<file path="config.mk">
export PLATFORM = sky130hd
export DESIGN_NAME = alu_sequencer
export DESIGN_NICKNAME = d
export VERILOG_FILES = /design/src/rtl/alu_seq_pkg.sv /design/src/rtl/alu_sequencer.sv
export SDC_FILE = /design/constraint.sdc
export NUM_CORES = 1
export LEC_CHECK = 0
export ABC_AREA = 1
export BUFFER_PORTS_ARGS = -buffer_cell sky130_fd_sc_hd__buf_2
export CORE_UTILIZATION = 45
export CTS_CLUSTER_DIAMETER = 40
export DETAILED_ROUTE_END_ITERATION = 6
export PLACE_DENSITY = 0.7
export REMOVE_ABC_BUFFERS = 1
export SYNTH_ARGS = -nofsm -noshare
export SYNTH_HDL_FRONTEND = slang
export SYNTH_SLANG_ARGS = --single-unit
</file>
<file path="constraint.sdc">
create_clock -name clk -period 1.6 [get_ports clk]
set_input_delay 0.32 -clock clk [delete_from_list [all_inputs] [get_ports clk]]
set_output_delay 0.32 -clock clk [all_outputs]
set_load 0.01 [all_outputs]
</file>
<file path="src/rtl/alu_seq_pkg.sv">
// Shared types and constants for the ALU datapath control sequencer.
package alu_seq_pkg;

  localparam int OP_W_DEF = 3;
  localparam int RA_W_DEF = 2;

  typedef enum logic [2:0] {
    IDLE   = 3'd0,
    LOAD_A = 3'd1,
    LOAD_B = 3'd2,
    EXEC   = 3'd3,
    WRITE  = 3'd4
  } state_t;

  // Opcode encoding understood by the ALU's opControl input.
  localparam logic [2:0] OP_ADD = 3'b000;
  localparam logic [2:0] OP_SUB = 3'b001;
  localparam logic [2:0] OP_AND = 3'b010;
  localparam logic [2:0] OP_OR  = 3'b011;
  localparam logic [2:0] OP_XOR = 3'b100;
  localparam logic [2:0] OP_NOT = 3'b101;
  localparam logic [2:0] OP_SHL = 3'b110;
  localparam logic [2:0] OP_SHR = 3'b111;

endpackage

</file>
<file path="src/rtl/alu_sequencer.sv">
// Sequences register-file reads, ALU operand loads, result latch and write-back
// over a shared bus so that exactly one driver owns the bus in any cycle.
module alu_sequencer
  import alu_seq_pkg::*;
#(
  parameter int OP_W  = OP_W_DEF,
  parameter int RA_W  = RA_W_DEF,
  parameter int CNT_W = 16
) (
  input  logic             clk,
  input  logic             rst,
  input  logic             instr_valid,
  input  logic [OP_W-1:0]  instr_op,
  input  logic [RA_W-1:0]  instr_src_a,
  input  logic [RA_W-1:0]  instr_src_b,
  input  logic [RA_W-1:0]  instr_dst,
  output logic             instr_ready,
  input  logic             abort,
  output logic             reg_rd_en,
  output logic [RA_W-1:0]  reg_rd_addr,
  output logic             reg_wr_en,
  output logic [RA_W-1:0]  reg_wr_addr,
  output logic [OP_W-1:0]  opControl,
  output logic             ALUin0,
  output logic             ALUin1,
  output logic             ALUOutLatch,
  output logic             ALUOutEn,
  output logic             busy,
  output logic             done,
  output logic [CNT_W-1:0] op_count
);

  state_t          state;
  state_t          state_next;
  logic            ready_en;
  logic            accept;
  logic [OP_W-1:0] cur_op;
  logic [RA_W-1:0] cur_src_a;
  logic [RA_W-1:0] cur_src_b;
  logic [RA_W-1:0] cur_dst;

  // ready_en keeps the handshake closed until the first edge after reset release.
  assign instr_ready = ready_en && ((state == IDLE) || (state == WRITE)) && !abort;
  assign accept      = instr_valid && instr_ready;
  assign opControl   = cur_op;

  always_comb begin
    state_next = state;
    unique case (state)
      IDLE:    state_next = accept ? LOAD_A : IDLE;
      LOAD_A:  state_next = abort ? IDLE : LOAD_B;
      LOAD_B:  state_next = abort ? IDLE : EXEC;
      EXEC:    state_next = abort ? IDLE : WRITE;
      WRITE:   state_next = accept ? LOAD_A : IDLE;
      default: state_next = IDLE;
    endcase
  end

  // Strobes are registered from the next state, so each one is a clean flop
  // output that still lines up with the state it belongs to.
  always_ff @(posedge clk or negedge rst) begin
    if (!rst) begin
      state       <= IDLE;
      ready_en    <= 1'b0;
      cur_op      <= '0;
      cur_src_a   <= '0;
      cur_src_b   <= '0;
      cur_dst     <= '0;
      reg_rd_en   <= 1'b0;
      reg_rd_addr <= '0;
      reg_wr_en   <= 1'b0;
      reg_wr_addr <= '0;
      ALUin0      <= 1'b0;
      ALUin1      <= 1'b0;
      ALUOutLatch <= 1'b0;
      ALUOutEn    <= 1'b0;
      busy        <= 1'b0;
      done        <= 1'b0;
      op_count    <= '0;
    end else begin
      state    <= state_next;
      ready_en <= 1'b1;
      if (accept) begin
        cur_op    <= instr_op;
        cur_src_a <= instr_src_a;
        cur_src_b <= instr_src_b;
        cur_dst   <= instr_dst;
      end
      reg_rd_en   <= (state_next == LOAD_A) || (state_next == LOAD_B);
      // LOAD_A is only ever entered on an accept, so its address comes straight
      // from the instruction being captured on this edge.
      if (state_next == LOAD_A) begin
        reg_rd_addr <= instr_src_a;
      end else if (state_next == LOAD_B) begin
        reg_rd_addr <= cur_src_b;
      end else begin
        reg_rd_addr <= '0;
      end
      ALUin0      <= (state_next == LOAD_A);
      ALUin1      <= (state_next == LOAD_B);
      ALUOutLatch <= (state_next == EXEC);
      ALUOutEn    <= (state_next == WRITE);
      reg_wr_en   <= (state_next == WRITE);
      reg_wr_addr <= (state_next == WRITE) ? cur_dst : '0;
      done        <= (state_next == WRITE);
      busy        <= (state_next != IDLE);
      if (state == WRITE) begin
        op_count <= op_count + CNT_W'(1);
      end
    end
  end

endmodule

</file>
---- Word-level counts from Yosys, hierarchy flattened ----
Cells that the tools add are included.
word-level totals
  word-level logic and storage cells ...... 40
  output and inout port bits .............. 32
  input bits .............................. 13
  bits in registers ....................... 37
operators by class
  add/subtract/negate cells ............... 1
  reduce and logical (&&, ||, !) cells .... 9
  eq/ne operators ......................... 8
  mux-type cells .......................... 8
operator list
  cell                     count
  $add A16 B1 Y16 const B  1
  $eq A3 B2 Y1 const B     4
  $pmux W3 S4              1
  $mux W2                  5
  $eq A3 B1 Y1 const B     2
  $eq A3 B3 Y1 const B     2
  $logic_and A1 B1 Y1      3
  $logic_not A3 Y1         1
  $mux W3                  1
  $reduce_bool A3 Y1       1
  $logic_or A1 B1 Y1       2
  $reduce_or A2 Y1         1
  $logic_not A1 Y1         1
  $mux W1                  1

---- Longest topological paths before layout ----
Gate-level depths: netlist of the first run.
  depth in word-level cells ............... 10
  depth in mapped cells ................... 8
  gate-level depth less buffers ........... 8

---- Least setup slack after synthesis of the first run ----
Ideal clock, no wire load.
  path kind ............................... flip-flop to flip-flop
  from .................................... register op_count[1]
  to ...................................... register op_count[10]
  arrival ................................. 1.177 ns
  path buffers ............................ 0
  data required time ...................... 1.487 ns
  setup time .............................. 0.113 ns
  clock period less this slack ............ 1.290 ns
  slack ................................... 0.310 ns
  stages on the path, launching flop included .. 9
  cells stage by stage .................... dfrtp_1 ha_1 inv_1 nor2_4 nand3_4 nor2_1 nand2_1 nand2_1 inv_1
between the ends
  word-level cells in the longest chain between the ends .. 1
RTL lines
  item                    RTL line              RTL
  start, declared         alu_sequencer.sv:30   output logic [CNT_W-1:0] op_count
  start signal, assigned  alu_sequencer.sv:108  op_count <= op_count + CNT_W'(1);
  $add A16 B1 Y16         alu_sequencer.sv:108
No other way between the ends.
A chain may end at the register's enable or synchronous reset.

---- Final worst setup path of the first run ----
  from .................................... register state[0]
  to ...................................... output instr_ready
between the ends
  word-level cells in the longest chain between the ends .. 4
  elaborated cells on any way between the ends .. 5
  classes of those cells .................. 1 x eq/ne; 4 x reduce/logical
RTL lines
  item                                              RTL line             RTL
  start, declared                                   alu_sequencer.sv:33  state_t state;
  start signal, assigned                            alu_sequencer.sv:81  state <= state_next;
  $eq A3 B3 Y1 or $logic_not A3 Y1 (tied branches)  alu_sequencer.sv:43  assign instr_ready = ready_en && ((state == IDLE) || (state == WRITE)) && !abort;
  $logic_or A1 B1 Y1 *                              alu_sequencer.sv:43
  $logic_and A1 B1 Y1 * (2 in a row)                alu_sequencer.sv:43
  end, declared                                     alu_sequencer.sv:17  output logic instr_ready,
Every way passes the cells marked *; elsewhere a longest branch is shown, timed or not.

==> impl_metrics.csv, run 1 <==
group,metric,value,unit
outcome,status,"complete, no violations",
placement,dpl.hpwl,2220,um
logic_synthesis,ys_types,27,
worst_setup_path,critical_path_class,"reg -> out",
logic_synthesis,netlist_instances,180,
clock_network,root_buffer,"clkbuf_8",
die,rows,22,
cells_and_area,final_common_cell,"nand2_1",
timing,rsz0062_at_grt,"no",
timing,fin_setup_tns,0,ns
global_routing,grt_pass1_wl,5290,um
clock_network,cts_tree,"yes",
cells_and_area,n_antenna_cell,0,
logic_synthesis,synth_area_per_cell,9.47,um2
logic_synthesis,ys_seq_area_frac,0.543,
power,worst_ir_drop_vdd,0.676,mV
die,start_util,0.466,
worst_setup_path,arrival,1.16,ns
logic_synthesis,synth_seq_cells,37,
timing,period_needed,1.48,ns
global_routing,grt.overflow.total,0,
cells_and_area,final_cell_mix,"53 x nand2_1, 44 x buf_2, 37 x dfrtp_1, 17 x inv_1, 16 x nor2_1",
detailed_routing,first_iter_violations,53,
worst_setup_path,worst_ep_required_time,1.28,ns
clock_network,cts_setup_buffers,0,
clock_network,holdBufCountCts,0,
detailed_routing,drc,0,
worst_setup_path,crit_path_end_kind,"output pin",
clock_network,cts_max_level,2,
logic_synthesis,synth_compound_area_frac,0.0367,
detailed_routing,wl_per_cell,10.7,um
die,io_pins,45,
die,coreArea,3660,um2
die,die_h,63.6,um
power,leakagePower,1.16,nW
logic_synthesis,synth_xor_area_frac,0.0462,
worst_setup_path,worstSetupStartpointType,"flop",
die,die_x,63.6,um
detailed_routing,totalWireLength,2970,um
clock_network,cts.sinks,37,
worst_setup_path,cp_slowest_cell,"dfrtp_1",
placement,gp_congestion,0.794,
logic_synthesis,yosys_warnings,0,
detailed_routing,num_vias,1255,
power,p_total,0.00216,W
logic_synthesis,synth_top_family_by_area,"simple AND/OR/NAND/NOR gates",
cells_and_area,fin_nets,243,
worst_setup_path,path_cells,"inv_2 -> nand2_2 -> nor2_4 -> buf_2",
placement,portBuffers,44,
worst_setup_path,cp_max_fo,4,
timing,skew,0.00291,ns
cells_and_area,synthToLayoutAreaGrowth,22.4,%
hold_path,min_path_type,"in -> async",
die,design.die.area,4040,um2
clock_network,clk_pin_slew,0.07,ns
detailed_routing,antenna_left,0,
logic_synthesis,post_synth_and_or_nand_nor_area_fraction,0.297,
timing,slew_viol_final,0,
detailed_routing,first_pass_iters,4,
timing,period_share,0.928,
global_routing,grt_pass1_vias,1223,
timing,hold_viol_final,0,
timing,fmax,674,MHz
clock_network,cts_buffer_depth,2,
global_routing,grt_max_degree,38,
clock_network,cts_made_buffers,5,
global_routing,antenna_found_initial,0,
power,p_per_area,1030,nW/um2
timing,setup_viol,0,
logic_synthesis,synth_mux_area_frac,0,
logic_synthesis,synth_area,1710,um2
clock_network,cts_resized,0,
worst_setup_path,cpPeakStageDelay,0.41,ns
detailed_routing,post_drt_via_cell_ratio,4.51,
clock_network,clk_latency,0.29,ns
logic_synthesis,synthAdderAreaFrac,0.00734,
cells_and_area,drive_gt1_frac,0.348,
global_routing,grtUsageTotal,0.172,
flow_run,drv_cap,0,
## critical path: cells and delay by family, from the launching register on
family	cells	cell delay, ns
buffers and inverters	2	0.26
flip-flops	1	0.41
AND/OR/NAND/NOR	2	0.20
## stage by stage
step / cell area (um2) / util / std cells / hold slack, ns / worst slack (ns)
3_5_place_dp: 1970 / 0.537 / 270 / 0.393 / 0.283
5_1_grt: 2090 / 0.570 / 278 / 0.0826 / 0.0393
2_1_floorplan: 1680 / - / 177 / 0.0244 / 0.310
3_3_place_gp: 1970 / 0.537 / 270 / 0.386 / 0.326
6_report: 2090 / 0.570 / 278 / 0.0567 / 0.116
4_1_cts: 2090 / 0.570 / 278 / 0.0711 / 0.0963
## Yosys cell counts, drive strengths merged
| cell type | count | share of area |
|---|---|---|
| nand2 | 60 | 0.15 |
| dfrtp | 37 | 0.54 |
| nor2 | 25 | 0.080 |
| inv | 21 | 0.049 |
| nand3 | 7 | 0.038 |
| o21ai | 6 | 0.022 |
| xor2 | 5 | 0.026 |
| nand4 | 4 | 0.015 |
| xnor2 | 4 | 0.021 |
| buf | 3 | 0.015 |
| a22o | 2 | 0.010 |
| nand3b | 2 | 0.016 |
| clkinv | 1 | 0.0029 |
| conb | 1 | 0.0022 |
| ha | 1 | 0.0073 |
| o21bai | 1 | 0.0044 |
## flip-flops by register name, summed over array words and instances (netlist names), 2 cells and up
signal,cells
reg_rd_addr,2
opControl,3
op_count,16
state,3
cur_dst,2
cur_src_b,2
reg_wr_addr,2
## path summary, 6_finish.rpt
| path | slack [ns] | from | cells after the start | endpoint |
|---|---|---|---|---|
| max | 0.12 | state[0] | 4 | instr_ready |
| min | 0.06 | rst | 2 | op_count[2] |
| max reg2reg | 0.27 | op_count[1] | 8 | op_count[10] |
| min reg2reg | 0.48 | opControl[2] | 2 | opControl[2] |
| max in group asynchronous | 1.23 | rst | 2 | op_count[14] |
| min in group clk | 0.22 | instr_op[1] | 3 | opControl[1] |
## logic make-up (layout without fill, tap and decap cells)
| family | after synthesis | count (layout) |
|---|---|---|
| AND/OR/NAND/NOR | 98 | 98 |
| flip-flops | 37 | 37 |
| buffers and inverters | 25 | 75 |
| AO/OA/AOI/OAI | 9 | 9 |
| XOR/XNOR | 9 | 9 |
| adder cells (fa/ha/maj) | 1 | 1 |
| other | 1 | 1 |
## power breakdown
group          total [W]  switching [W]  leakage (nW)  internal (W)
registers        0.00107      0.0000510         0.499       0.00102
logic           0.000245       0.000148         0.605     0.0000977
clock network   0.000845       0.000338        0.0574      0.000507
## layer usage
layer / track usage / share of wire / vias to the layer above
met3: 0.0598 / 0.051 / 2
met4: 0.0511 / 0.011 / 0
met1: 0.202 / 0.44 / 569
met5: 0 / 0 / -
li1: - / - / 645
met2: 0.294 / 0.50 / 39
## cell type report
type / instances / area (um2)
inverter: 22 / 88.8
multi-input combinational: 118 / 664
clock inverter: 2 / 37.5
clock buffer: 6 / 82.6
fill: 345 / 1570
tap: 48 / 60.1
timing repair buffer: 45 / 228
sequential: 37 / 926
Note: power is estimated with default switching activity, not from simulation.
==> run 2: changes to the inputs <==
--- a/config.mk
+++ b/config.mk
@@ -11,7 +11,6 @@
 export CTS_CLUSTER_DIAMETER = 40
 export DETAILED_ROUTE_END_ITERATION = 6
 export PLACE_DENSITY = 0.7
-export REMOVE_ABC_BUFFERS = 1
 export SYNTH_ARGS = -nofsm -noshare
 export SYNTH_HDL_FRONTEND = slang
 export SYNTH_SLANG_ARGS = --single-unit
==> run 2 against run 1 <==
Critical endpoint unchanged. Critical path depth did not move. Clock-buffer cell count did not move. Global-route usage rose by 1.3 points. Combinational power rose by 2%. First-iteration DRC count fell by 32%. Sequential share of layout area rose by 0.19 points. Clock power fell by 5.1%. The flow now finishes with violations (design-rule violations). Non-clock buffer count did not move.
==> impl_metrics.csv, run 2 (synthesized netlist as in run 1, its figures left out) <==
group,metric,value,unit
outcome,status,"finished with violations",
outcome,violations,"design-rule violations",
die,design.die.area,4040,um2
cells_and_area,final_common_cell,"nand2_1",
cells_and_area,largest_reg_flops,16,
timing,period_needed,1.46,ns
detailed_routing,first_iter_violations,36,
cells_and_area,top_register,"op_count",
detailed_routing,num_vias,1246,
worst_setup_path,cp_slowest_cell,"dfrtp_1",
worst_setup_path,cpPeakStageDelay,0.41,ns
cells_and_area,fillers,345,
power,p_total,0.00212,W
global_routing,grt_pass1_wl,5510,um
cells_and_area,n_antenna_cell,0,
timing,rsz0062_at_grt,"no",
clock_network,cts_max_level,2,
worst_setup_path,worst_ep_required_time,1.28,ns
detailed_routing,post_drt_via_cell_ratio,4.48,
placement,portBuffers,44,
cells_and_area,fin_area,2080,um2
placement,place_area,1970,um2
worst_setup_path,critical_path_class,"reg -> out",
power,p_per_area,1020,nW/um2
cells_and_area,drive_gt1_frac,0.343,
die,die_x,63.6,um
clock_network,cts_setup_buffers,0,
worst_setup_path,worstSetupStartpointType,"flop",
global_routing,grtUsageTotal,0.185,
die,io_pins,45,
cells_and_area,final_cell_mix,"53 x nand2_1, 44 x buf_2, 37 x dfrtp_1, 17 x inv_1, 16 x nor2_1",
worst_setup_path,r2r-start,"op_count[1]",
placement,gp_congestion,0.747,
hold_path,min_path_type,"in -> async",
power,leakagePower,1.16,nW
clock_network,clk_latency,0.29,ns
clock_network,clk_pin_slew,0.07,ns
worst_setup_path,r2r_cells,8,
worst_setup_path,arrival,1.14,ns
clock_network,root_buffer,"clkbuf_8",
placement,placed_cells,270,
clock_network,cts.sinks,37,
global_routing,grt.overflow.total,0,
worst_setup_path,cp_max_fo,4,
cells_and_area,instances_no_fill,278,
cells_and_area,fin_nets,243,
timing,fmax,684,MHz
detailed_routing,totalWireLength,3050,um
timing,period_share,0.914,
global_routing,grt_pass1_vias,1235,
placement,dpl.hpwl,2240,um
die,coreArea,3660,um2
detailed_routing,wl_per_cell,11.0,um
worst_setup_path,path_delay_family,"flip-flops",
flow_run,drv_cap,0,
timing,skew,0.00392,ns
global_routing,antenna_found_initial,0,
cells_and_area,synthToLayoutAreaGrowth,21.9,%
detailed_routing,drc,1,
clock_network,cts_buffer_depth,2,
worst_setup_path,critPathBufInv,2,
clock_network,cts_made_buffers,5,
logic_synthesis,synth_fp_nets,194,
clock_network,cts_resized,0,
clock_network,cts_tree,"yes",
detailed_routing,first_pass_iters,5,
worst_setup_path,path_cells,"inv_2 -> nand2_2 -> nor2_4 -> buf_2",
timing,setup_viol,0,
die,rows,22,
worst_setup_path,r2r_end,"op_count[10]",
clock_network,holdBufCountCts,0,
die,die_h,63.6,um
timing,fin_setup_tns,0,ns
worst_setup_path,crit_path_end_kind,"output pin",
timing,hold_viol_final,0,
worst_setup_path,r2r_setup_slack,0.25,ns
die,start_util,0.466,
detailed_routing,antenna_left,0,
global_routing,grt_max_degree,38,
timing,slew_viol_final,0,
power,worst_ir_drop_vdd,0.568,mV
-- run 2: cell count changes in the layout (fill, tap and decap cells not counted) --
cell / previous run / this run
clkbuf_1: 0 / 1
clkinv_4: 0 / 1
clkbuf_8: 6 / 5
clkinvlp_4: 1 / 0
-- run 2: worst max path at each step --
stage / startpoint / endpoint / slack [ns] / cells after the start
floorplan: op_count[1] / op_count[10] / 0.31 / 8
global placement: op_count[1] / op_count[10] / 0.33 / 8
detailed placement: op_count[0] / op_count[10] / 0.25 / 8
CTS: state[0] / instr_ready / 0.13 / 4
global route: state[0] / instr_ready / 0.08 / 4
finish: state[0] / instr_ready / 0.14 / 4
-- run 2: cell type report --
cell class / count / area [um2] / share of cell area
Sequential cell: 37 / 926 / 0.446
Multi-Input combinational cell: 118 / 664 / 0.320
Timing Repair Buffer: 45 / 228 / 0.110
Inverter: 22 / 88.8 / 0.0427
Clock buffer: 6 / 72.6 / 0.0349
Tap cell: 48 / 60.1 / 0.0289
Clock inverter: 2 / 38.8 / 0.0187
-- run 2: power by group --
group | internal, W | switching [W] | total (W)
logic | 0.0000990 | 0.000151 | 0.000250
registers | 0.00102 | 0.0000508 | 0.00107
clock network | 0.000468 | 0.000335 | 0.000802
-- run 2: worst reg2reg max path, stage by stage, from the launching register on --
cell	delay, ns
dfrtp_1	0.43
ha_1	0.25
inv_1	0.09
nor2_4	0.12
nand3_4	0.10
nor2_1	0.11
nand2_1	0.05
nand2_1	0.06
inv_1	0.04
-- run 2: through the flow --
stage | hold WS, ns | setup slack, ns | utilization
2_1_floorplan | 0.0244 | 0.310 | -
3_3_place_gp | 0.388 | 0.333 | 0.537
3_5_place_dp | 0.387 | 0.254 | 0.537
4_1_cts | 0.0702 | 0.125 | 0.568
5_1_grt | 0.0884 | 0.0783 | 0.568
6_report | 0.0632 | 0.137 | 0.568
-- run 2: per-layer routing --
| metal | up-vias | track usage | part of all wire |
|---|---|---|---|
| met3 | 5 | 0.0743 | 0.059 |
| met1 | 564 | 0.208 | 0.44 |
| met4 | 0 | 0.0852 | 0.019 |
| li1 | 643 | - | - |
| met5 | - | 0 | 0 |
| met2 | 34 | 0.306 | 0.49 |
